`config.mk`:
```
export PLATFORM = sky130hd
export DESIGN_NAME = fifo_write_arbiter_flat
export DESIGN_NICKNAME = d
export VERILOG_FILES = /design/src/rtl/fifo_write_arbiter_if.sv /design/src/rtl/fifo_write_arbiter.sv /design/src/flat_wrapper.sv
export SDC_FILE = /design/constraint.sdc
export NUM_CORES = 1
export LEC_CHECK = 0
export CORE_MARGIN = 8
export CORE_UTILIZATION = 36
export CTS_CLUSTER_DIAMETER = 30
export DETAILED_ROUTE_END_ITERATION = 7
export HOLD_SLACK_MARGIN = 0.05
export PLACE_DENSITY = 0.95
export SLEW_MARGIN = 40
export SYNTH_ARGS = -nofsm -noshare
export SYNTH_HDL_FRONTEND = slang
export SYNTH_SLANG_ARGS = --single-unit
```
`constraint.sdc`:
```
create_clock -name clk -period 6.3 [get_ports clk]
set_input_delay 1.26 -clock clk [delete_from_list [all_inputs] [get_ports clk]]
set_output_delay 1.26 -clock clk [all_outputs]
set_load 0.02 [all_outputs]
```
`src/rtl/fifo_write_arbiter_if.sv`:
```
// Producer/FIFO-side bundle for the FIFO write arbiter.
// Master drives the requests and FIFO status. Slave is the arbiter.
interface fifo_write_arbiter_if #(
    parameter int NUM_REQ    = 4,
    parameter int DATA_WIDTH = 16
);
    logic [NUM_REQ-1:0]            req;
    logic [NUM_REQ*DATA_WIDTH-1:0] req_data;
    logic [NUM_REQ-1:0]            req_ack;
    logic                          fifo_full;
    logic [DATA_WIDTH-1:0]         fifo_write_data;
    logic                          fifo_wdata_valid;

    modport master (
        output req,
        output req_data,
        output fifo_full,
        input  req_ack,
        input  fifo_write_data,
        input  fifo_wdata_valid
    );

    modport slave (
        input  req,
        input  req_data,
        input  fifo_full,
        output req_ack,
        output fifo_write_data,
        output fifo_wdata_valid
    );
endinterface

```
`src/rtl/fifo_write_arbiter.sv`:
```
// Round-robin burst arbiter sharing one FIFO write port.
// One producer streams up to BURST_LEN beats per grant.
module fifo_write_arbiter #(
    parameter int NUM_REQ    = 4,
    parameter int IDX_WIDTH  = 2,
    parameter int DATA_WIDTH = 16,
    parameter int BURST_LEN  = 4,
    parameter int CNT_WIDTH  = 3
) (
    input  logic                 clk,
    input  logic                 reset,
    input  logic                 flush,
    fifo_write_arbiter_if.slave  bus,
    output logic [IDX_WIDTH-1:0] grant_id,
    output logic                 busy
);

    typedef enum logic {
        IDLE,
        XFER
    } state_t;

    state_t               r_state;
    logic [IDX_WIDTH-1:0] r_grant;
    logic [CNT_WIDTH-1:0] r_cnt;
    logic                 r_busy;

    logic                  w_found;
    logic [IDX_WIDTH-1:0]  w_next;
    logic [IDX_WIDTH-1:0]  w_idx;
    logic                  w_sel_req;
    logic                  w_accept;
    logic                  w_last;
    logic [DATA_WIDTH-1:0] w_data;

    assign w_sel_req = bus.req[r_grant];
    assign w_accept  = (r_state == XFER) & w_sel_req
                     & ~bus.fifo_full & ~flush;
    assign w_last    = (r_cnt == CNT_WIDTH'(BURST_LEN - 1));

    // Round-robin search starting just after the last grant
    always_comb begin
        w_found = 1'b0;
        w_next  = r_grant;
        w_idx   = r_grant;
        for (int k = 1; k <= NUM_REQ; k++) begin
            w_idx = IDX_WIDTH'((int'(r_grant) + k) % NUM_REQ);
            if (!w_found && bus.req[w_idx]) begin
                w_found = 1'b1;
                w_next  = w_idx;
            end
        end
    end

    // Select the granted producer's data slice
    always_comb begin
        w_data = '0;
        for (int i = 0; i < NUM_REQ; i++) begin
            if (IDX_WIDTH'(i) == r_grant) begin
                w_data = bus.req_data[i*DATA_WIDTH +: DATA_WIDTH];
            end
        end
    end

    // Steer the granted producer onto the FIFO write port
    always_comb begin
        bus.req_ack          = '0;
        bus.fifo_wdata_valid = w_accept;
        bus.fifo_write_data  = (r_state == XFER) ? w_data : '0;
        if (w_accept) begin
            bus.req_ack[r_grant] = 1'b1;
        end
    end

    // Arbitration / burst FSM with registered grant and busy
    always_ff @(posedge clk or posedge reset) begin
        if (reset) begin
            r_state <= IDLE;
            r_grant <= IDX_WIDTH'(NUM_REQ - 1);
            r_cnt   <= '0;
            r_busy  <= 1'b0;
        end else begin
            unique case (r_state)
                IDLE: begin
                    if (!flush && w_found && !bus.fifo_full) begin
                        r_grant <= w_next;
                        r_cnt   <= '0;
                        r_state <= XFER;
                        r_busy  <= 1'b1;
                    end
                end
                XFER: begin
                    if (flush) begin
                        r_state <= IDLE;
                        r_busy  <= 1'b0;
                        r_cnt   <= '0;
                    end else if (w_accept && w_last) begin
                        r_state <= IDLE;
                        r_busy  <= 1'b0;
                        r_cnt   <= '0;
                    end else if (w_accept) begin
                        r_cnt <= r_cnt + CNT_WIDTH'(1);
                    end else if (!w_sel_req) begin
                        r_state <= IDLE;
                        r_busy  <= 1'b0;
                    end
                end
                default: begin
                    r_state <= IDLE;
                    r_busy  <= 1'b0;
                end
            endcase
        end
    end

    assign grant_id = r_grant;
    assign busy     = r_busy;

endmodule

```
`src/flat_wrapper.sv`:
```
// flat-port wrapper written by rule: the top's interface ports become plain ports
module fifo_write_arbiter_flat 
#(
    parameter int NUM_REQ    = 4,
    parameter int IDX_WIDTH  = 2,
    parameter int DATA_WIDTH = 16,
    parameter int BURST_LEN  = 4,
    parameter int CNT_WIDTH  = 3
)
  (clk, reset, flush, grant_id, busy, bus_req, bus_req_data, bus_fifo_full, bus_req_ack, bus_fifo_write_data, bus_fifo_wdata_valid);
  fifo_write_arbiter_if #(.NUM_REQ(NUM_REQ), .DATA_WIDTH(DATA_WIDTH)) bus_i ();
  input  logic clk;
  input  logic reset;
  input  logic flush;
  output logic [IDX_WIDTH-1:0] grant_id;
  output logic busy;
  input wire logic [$bits(bus_i.req)-1:0] bus_req;
  input wire logic [$bits(bus_i.req_data)-1:0] bus_req_data;
  input wire logic [$bits(bus_i.fifo_full)-1:0] bus_fifo_full;
  output wire logic [$bits(bus_i.req_ack)-1:0] bus_req_ack;
  output wire logic [$bits(bus_i.fifo_write_data)-1:0] bus_fifo_write_data;
  output wire logic [$bits(bus_i.fifo_wdata_valid)-1:0] bus_fifo_wdata_valid;
  assign bus_i.req = bus_req;
  assign bus_i.req_data = bus_req_data;
  assign bus_i.fifo_full = bus_fifo_full;
  assign bus_req_ack = bus_i.req_ack;
  assign bus_fifo_write_data = bus_i.fifo_write_data;
  assign bus_fifo_wdata_valid = bus_i.fifo_wdata_valid;
  fifo_write_arbiter #(.NUM_REQ(NUM_REQ), .IDX_WIDTH(IDX_WIDTH), .DATA_WIDTH(DATA_WIDTH), .BURST_LEN(BURST_LEN), .CNT_WIDTH(CNT_WIDTH)) u_core (.clk(clk), .reset(reset), .flush(flush), .bus(bus_i), .grant_id(grant_id), .busy(busy));
endmodule
```
# Word level (Yosys, flattened, before mapping)
# Cells that the tools add are included.
[classes]
add_sub_neg = 5
n_lt_le_gt_ge = 6
eq_ne = 8
mux = 43
n_bitwise = 6
reduce_logical = 17
[op_table]
columns = ["operator", "count"]
rows = [
  ["$mux W16", 5],
  ["$mux W1", 20],
  ["$lt A2 B3 Y1 const B", 5],
  ["$mux W3", 4],
  ["$ne A4 B4 Y1 const B", 3],
  ["$bmux W1 S2", 5],
  ["$mux W2", 4],
  ["$logic_and A1 B1 Y1", 7],
  ["$pmux W3 S2", 1],
  ["$reduce_and A3 Y1", 2],
  ["$logic_not A1 Y1", 5],
  ["$add A2 B1 Y2 const B", 2],
  ["$add A2 B2 Y2 const B", 2],
  ["$eq A2 B2 Y1 const A", 2],
  ["$mux W4", 1],
  ["$pmux W1 S2", 2],
  ["$reduce_bool A4 Y1", 1],
  ["$add A3 B1 Y3 const B", 1],
  ["$and A1 B1 Y1", 3],
  ["$eq A3 B2 Y1 const B", 1],
  ["$not A1 Y1", 3],
  ["$demux W1 S2", 1],
  ["$eq A1 B2 Y1 const A", 1],
  ["$ge A2 B1 Y1 const B", 1],
  ["3 further kinds", 3],
]
[word_totals]
regBits = 7
in_bits = 72
out_inout_bits = 24
word_cells = 89

# Longest topological paths before layout
# Gate-level depths: netlist (run 1).
[depth]
ltp_word = 17
ltp_mapped = 10

# Least setup slack after synthesis (run 1)
# OpenSTA, ideal clock, no wires.
[synth_path]
path_kind = "input -> output"
start = "input port bus_req[3]"
end = "output port bus_req_ack[0]"
arrival_ns = 2.291
required_ns = 5.040
setup_slack_ns = 2.749
stages = 4
n_path_buf = 1
path_cell_list = "mux4_2 -> and3_1 -> buf_6 -> and2_2"
[synth_via]
elab_chain_len = 6
[synth_rtl]
columns = ["element", "line_no", "source"]
rows = [
  ["start, declared", "flat_wrapper.sv:17", "input wire logic [$bits(bus_i.req)-1:0] bus_req;"],
  ["$bmux W1 S2", "fifo_write_arbiter.sv:36", "assign w_sel_req = bus.req[r_grant];"],
  ["$mux W1 (implied by the code)", "fifo_write_arbiter.sv:36", ""],
  ["$and A1 B1 Y1", "fifo_write_arbiter.sv:37", "assign w_accept = (r_state == XFER) & w_sel_req"],
  ["$and A1 B1 Y1 (2 in a row)", "fifo_write_arbiter.sv:38", "& ~bus.fifo_full & ~flush;"],
  ["net bus_fifo_wdata_valid", "flat_wrapper.sv:22", "output wire logic [$bits(bus_i.fifo_wdata_valid)-1:0] bus_fifo_wdata_valid;"],
  ["$mux W4", "fifo_write_arbiter.sv:70", "if (w_accept) begin"],
  ["end, declared", "flat_wrapper.sv:20", "output wire logic [$bits(bus_i.req_ack)-1:0] bus_req_ack;"],
]
# The timed path passes the listed nets, and every way through them passes these cells. The select of a mux whose other input is x is not followed.

# Final worst setup path (run 1)
[layout_path]
start = "input port bus_req[3]"
end = "output port bus_req_ack[0]"
[layout_via]
elab_chain_len = 6
[layout_rtl]
columns = ["element", "line_no"]
rows = [
  ["$bmux W1 S2", "fifo_write_arbiter.sv:36"],
  ["$mux W1 (implied by the code)", "fifo_write_arbiter.sv:36"],
  ["$and A1 B1 Y1", "fifo_write_arbiter.sv:37"],
  ["$and A1 B1 Y1 (2 in a row)", "fifo_write_arbiter.sv:38"],
  ["$mux W4", "fifo_write_arbiter.sv:70"],
]
# Every way passes these cells. The select of a mux whose other input is x is not followed.

==> impl_metrics.py, run 1 <==
metrics = {
    "synthesis": {
        "synthArstFlopShare_pct": 100,
        "synth_edf_count": 0,
        "ys_seq_elements": 7,
        "synthDistinctLibCells": 29,
        "syn_nets": 235,
        "synthFlopType": "dfrtp_1",
        "synth_warnings": 0,
        "netlist_instances": 158,
        "synth-seq-area-share_pct": 15.0,
        "syn-mean-instance-area_um2": 7.50,
        "netlist_area_mm2": 0.00118,
    },
    "drt": {
        "vias": 1561,
        "postRouteWirelength_mm": 5.09,
        "ant_nets": 0,
        "drcViolationCount": 0,
        "vias_per_cell": 5.42,
        "first_pass_iters": 4,
        "dr.first_iter.drc_count": 94,
        "wl_per_cell_um": 17.7,
    },
    "placement": {
        "placed_area_mm2": 0.00213,
        "port_buffers": 95,
        "place.gp.congestion": 0.850,
        "dp.final_hpwl_mm": 4.00,
    },
    "finish": {
        "syn_to_final_growth_pct": 82.3,
        "antennaDiodeCount": 0,
        "finish.instance_area_mm2": 0.00216,
        "nets": 320,
        "drive_above_1_share_pct": 8.26,
    },
    "global_route": {
        "grt_pass1_vias": 1585,
        "overflow": 0,
        "grt_start_max_net_pins": 34,
        "grt_pass1_wl_mm": 7.92,
        "antenna_found_initial": 0,
        "grt.total_usage_pct": 18.6,
    },
    "sta": {
        "period_share_pct": 74.2,
        "fmax_ghz": 0.214,
        "setup_violations": 0,
        "slew_viol_final": 0,
        "tns_ps": 0,
        "rsz0062_at_grt": "no",
        "slew_headroom_pct": 54.9,
        "hold_viol_final": 0,
        "tightest_slew_ps": 677,
        "layout_min_cycle_time_ps": 4670,
        "clock_skew_ps": 4.05,
    },
    "pwr": {
        "p_total_uw": 731,
        "irDropWorstVdd_mv": 0.217,
        "p_leak_uw": 0.000788,
        "p_per_area_mw_per_mm2": 339,
    },
    "floorplanning": {
        "core_region_area_mm2": 0.00326,
        "num_rows": 21,
        "io_pins": 96,
        "die_y_um": 73.4,
        "start_util_pct": 36.4,
        "die_w_um": 73.4,
        "die_area_mm2": 0.00538,
    },
    "worst_setup_path": {
        "critPathCaptureType": "output pin",
        "critPathMaxFanout": 8,
        "critical_path_class": "in -> out",
        "cp_data_required_time_ps": 5040,
        "crit_arrival_ps": 3410,
        "startpoint_type": "input port",
    },
    "clock_tree": {
        "post_cts_resized": 0,
        "cts_hold_buf": 0,
        "htree_levels": 1,
        "clk_pin_slew_ps": 50,
        "clockRootBuffer": "clkbuf_4",
        "clkSinkCount": 7,
        "cts_buffers": 3,
        "clk_path_buf_depth": 2,
        "cts_tree": "built",
        "clk_latency_ps": 250,
        "post_cts_buffers": 0,
    },
    "outcome": {
        "outcome": "completed",
    },
    "min_path": {
        "hold_class": "reg -> reg",
    },
    "job": {
        "drv_cap": 0,
    },
}
## cell usage in the layout (no fill, tap or decap), types with 3 or more instances in the layout
cell             synthesis  final
a221oi_1                16     16
clkbuf_4                 0      3
and2_2                   4      4
ha_1                     5      3
a21oi_1                 21     21
o21ai_0                  3      3
mux4_2                   4      4
dfrtp_1                  5      5
clkdlybuf4s50_1          0     95
inv_1                    6      6
nor3_1                  19     19
nor2b_1                 33     32
nor2_1                   7      7
## synthesized netlist by cell type (2+ instances only)
library cell / number / area, µm²
dfrtp_1: 5 / 125
nand3_1: 2 / 10.0
nor2_1: 7 / 26.3
a221oi_1: 16 / 140
mux4_2: 4 / 90.1
and2_2: 4 / 30.0
nor4_1: 2 / 12.5
nor3_1: 19 / 95.1
a221o_1: 2 / 20.0
o21ai_0: 3 / 15.0
ha_1: 5 / 62.6
nand2_1: 2 / 7.51
inv_1: 6 / 22.5
nor2b_1: 33 / 206
a21oi_1: 21 / 105
clkbuf_1: 11 / 41.3
dfstp_2: 2 / 52.6
buf_2: 3 / 15.0
## worst paths after layout
check / from / end / slack, ps / depth (start not counted)
min in group asynchronous: reset / u_core.r_cnt[1] / 1240 / 2
max in group asynchronous: reset / u_core.grant_id[0] / 4800 / 2
max: bus_req[3] / bus_req_ack[0] / 1630 / 5
min: u_core.r_cnt[2] / u_core.r_cnt[2] / 510 / 1
max reg2reg: u_core.grant_id[0] / u_core.grant_id[1] / 4080 / 7
min reg2reg: u_core.r_cnt[2] / u_core.r_cnt[2] / 510 / 1
## cells by family after synthesis
family / count (synthesis) / share of synthesized area, %
simple gates: 72 / 35.5
xor+xnor: 1 / 0.739
flops: 7 / 15.0
mux: 6 / 9.40
fa+ha+maj: 5 / 5.28
compound gates: 46 / 26.5
buf+inv: 21 / 7.60
## stage by stage
stage | worst slack, ps | instances | util (%) | hold WS, ps
2_1_floorplan | 2750 | 158 | - | 458
3_3_place_gp | 1650 | 284 | 65.2 | 477
3_5_place_dp | 1630 | 284 | 65.5 | 483
4_1_cts | 1630 | 288 | 66.3 | 500
5_1_grt | 1510 | 288 | 66.3 | 549
6_report | 1630 | 288 | 66.3 | 506
## registers in the layout (all words and copies together) (netlist names)
| name | count |
|---|---|
| u_core.busy | 1 |
| u_core.r_state | 1 |
| u_core.r_cnt | 3 |
| u_core.grant_id | 2 |
## worst max-delay path, cell delays in order
cell	delay, ps
clkdlybuf4s50_1	540
mux4_2	570
and3_1	270
and2_2	220
clkdlybuf4s50_1	550
## report_power, final
part / internal [µW] / leakage [µW] / switching (µW)
Sequential: 62.6 / 0.0000867 / 30.1
Clock: 24.1 / 0.0000150 / 16.2
Combinational: 293 / 0.000686 / 306
Total: 379 / 0.000788 / 352
## layout make-up
class	count	area (µm²)
multi-input combinational	130	925
clock buffer	4	26.3
sequential	7	178
tap	46	57.6
inverter	6	22.5
fill	275	1100
timing repair buffer	95	951
## metal layers
metal / track usage (%) / vias up / part of all wire, %
met5: 0 / - / 0
met4: 5.99 / 0 / 2.5
met3: 7.23 / 12 / 12
met2: 31.4 / 87 / 45
met1: 20.9 / 708 / 40
li1: - / 754 / -
(Power assumes the default switching activity.)
==> run 2, diff against run 1 <==
CORE_UTILIZATION = 33   (was 36)
PLACE_DENSITY = 0.91   (was 0.95)
clock period = 4.8 ns   (was 6.3 ns; I/O delays follow)
==> impl_metrics.py, run 2 (synthesized netlist as in run 1, its figures left out) <==
metrics = {
    "pwr": {
        "p_per_area_mw_per_mm2": 444,
        "p_seq_share_pct": 12.9,
        "power_frac_comb_pct": 81.7,
        "irDropWorstVdd_mv": 0.319,
        "pwr-share-clk_pct": 5.4,
        "switching_share_pct": 47.9,
        "p_leak_uw": 0.000799,
        "p_switching_uw": 461,
        "internal_power_uw": 502,
    },
    "finish": {
        "top_register": "u_core.r_cnt",
        "syn_to_final_growth_pct": 83.1,
        "final_common_cell": "clkdlybuf4s50_1",
        "multiInputGateArea_um2": 920,
        "seq_area_um2": 178,
        "stdcell_count": 290,
        "nets": 322,
        "antennaDiodeCount": 0,
        "drive_above_1_share_pct": 8.20,
        "fin_util_pct": 64.0,
        "final_cell_mix": "95 x clkdlybuf4s50_1, 33 x nor2b_1, 21 x a21oi_1, 19 x nor3_1, 16 x a221oi_1",
        "largest_reg_flops": 3,
        "nFillCells": 299,
    },
    "worst_setup_path": {
        "cp_slowest_stage_delay_ps": 560,
        "crit_path_frequent_cell": "clkdlybuf4s50_1",
        "critPathMaxFanout": 8,
        "critPathCaptureType": "output pin",
        "worstPathCellList": "clkdlybuf4s50_1, mux4_2, and3_1, and2_2, clkdlybuf4s50_1",
        "rr_worst_depth": 6,
        "crit_buf_inv": 2,
        "crit_arrival_ps": 3080,
        "critical_path_class": "in -> out",
        "r2r_start": "u_core.grant_id[0]",
        "cp_data_required_time_ps": 3840,
        "crit_slowest_cell": "clkdlybuf4s50_1",
        "startpoint_type": "input port",
        "crit_family": "buffers and inverters",
        "ff2ff_setup_slack_ps": 2600,
        "r2r-end": "u_core.grant_id[1]",
    },
    "global_route": {
        "antenna_found_initial": 0,
        "grt_pass1_wl_mm": 8.11,
        "grt.total_usage_pct": 16.7,
        "grt_pass1_vias": 1518,
        "grt_start_max_net_pins": 34,
        "overflow": 0,
    },
    "floorplanning": {
        "die_area_mm2": 0.00576,
        "io_pins": 96,
        "die_w_um": 75.9,
        "start_util_pct": 35.0,
        "core_region_area_mm2": 0.00339,
        "die_y_um": 75.9,
        "num_rows": 21,
    },
    "min_path": {
        "hold_class": "reg -> reg",
        "holdCritStartpoint": "u_core.r_cnt[2]",
        "whs_endpoint": "u_core.r_cnt[2]",
        "holdPathStages": 1,
    },
    "sta": {
        "slew_viol_final": 0,
        "layout_min_cycle_time_ps": 4040,
        "tns_ps": 0,
        "slew_headroom_pct": 55.3,
        "clock_skew_ps": 4.03,
        "hold_viol_final": 0,
        "tightest_slew_ps": 670,
        "setup_violations": 0,
        "fmax_ghz": 0.248,
        "period_share_pct": 84.2,
        "holdWs_ps": 524,
        "rsz0062_at_grt": "no",
    },
    "drt": {
        "drcViolationCount": 0,
        "first_pass_iters": 4,
        "dr.first_iter.drc_count": 125,
        "vias": 1552,
        "postRouteWirelength_mm": 5.03,
        "vias_per_cell": 5.35,
        "ant_nets": 0,
        "wl_per_cell_um": 17.3,
    },
    "clock_tree": {
        "clkSinkCount": 7,
        "cts_tree": "built",
        "clockRootBuffer": "clkbuf_4",
        "clk_pin_slew_ps": 50,
        "cts_buffers": 3,
        "cts_hold_buf": 0,
        "post_cts_buffers": 0,
        "htree_levels": 1,
        "post_cts_resized": 0,
        "clk_path_buf_depth": 2,
        "clk_latency_ps": 250,
    },
    "outcome": {
        "outcome": "completed",
    },
    "placement": {
        "place_inst": 286,
        "port_buffers": 95,
        "dp.final_hpwl_mm": 4.02,
        "place.gp.congestion": 0.796,
    },
    "job": {
        "drv_cap": 0,
    },
}
==> run 2: changes by cell type in the layout (fill, tap and decap cells not counted), sizes merged <==
cell,previous run,this run
buf,0,2
==> run 2: routing by layer <==
layer | up-vias | routed length, µm | track usage [%]
met5 | - | 0 | 0
met4 | 0 | 27 | 1.96
met3 | 4 | 405 | 4.95
met2 | 79 | 2370 | 27.6
met1 | 707 | 2220 | 21.1
li1 | 762 | - | -
==> run 2: worst reg2reg max path: stages, from the launching register on <==
cell and delay, ps:
dfstp_2 670, inv_1 150, ha_1 430, mux4_2 380, nor3_1 210, nor4_1 80
a21oi_1 200
==> run 2: metrics by stage <==
| step | setup slack, ps | total power [µW] | area, µm² |
|---|---|---|---|
| floorplan | 1630 | 666 | 1180 |
| global placement | 791 | 894 | 2140 |
| detailed placement | 758 | 913 | 2140 |
| CTS | 755 | 968 | 2170 |
| global route | 479 | 1060 | 2170 |
| finish | 761 | 962 | 2170 |
==> run 2: area by class of cell <==
cell class	instances	share of cell area [%]
multi-input combinational	130	42.4
timing repair buffer	97	44.5
inverter	6	1.04
clock buffer	4	1.21
sequential	7	8.19
tap	46	2.65
==> run 2: power by group through the flow <==
stage          clock network (µW)  registers [µW]  logic (µW)
3_5_place_dp                    0             126         787
4_1_cts                      54.2             125         789
3_3_place_gp                    0             123         771
6_report                     52.4             124         786
2_1_floorplan                   0             116         550
5_1_grt                      58.2             129         872
==> run 2: worst max-delay path by stage <==
stage | cells after the start | startpoint | slack [ps] | endpoint
6_report | 5 | bus_req[3] | 760 | bus_req_ack[0]
5_1_grt | 9 | u_core.grant_id[1] | 480 | bus_fifo_write_data[7]
4_1_cts | 5 | bus_req[3] | 750 | bus_req_ack[2]
3_5_place_dp | 5 | bus_req[3] | 760 | bus_req_ack[2]
3_3_place_gp | 5 | bus_req[3] | 790 | bus_req_ack[1]
2_1_floorplan | 10 | u_core.grant_id[1] | 1630 | bus_fifo_write_data[0]
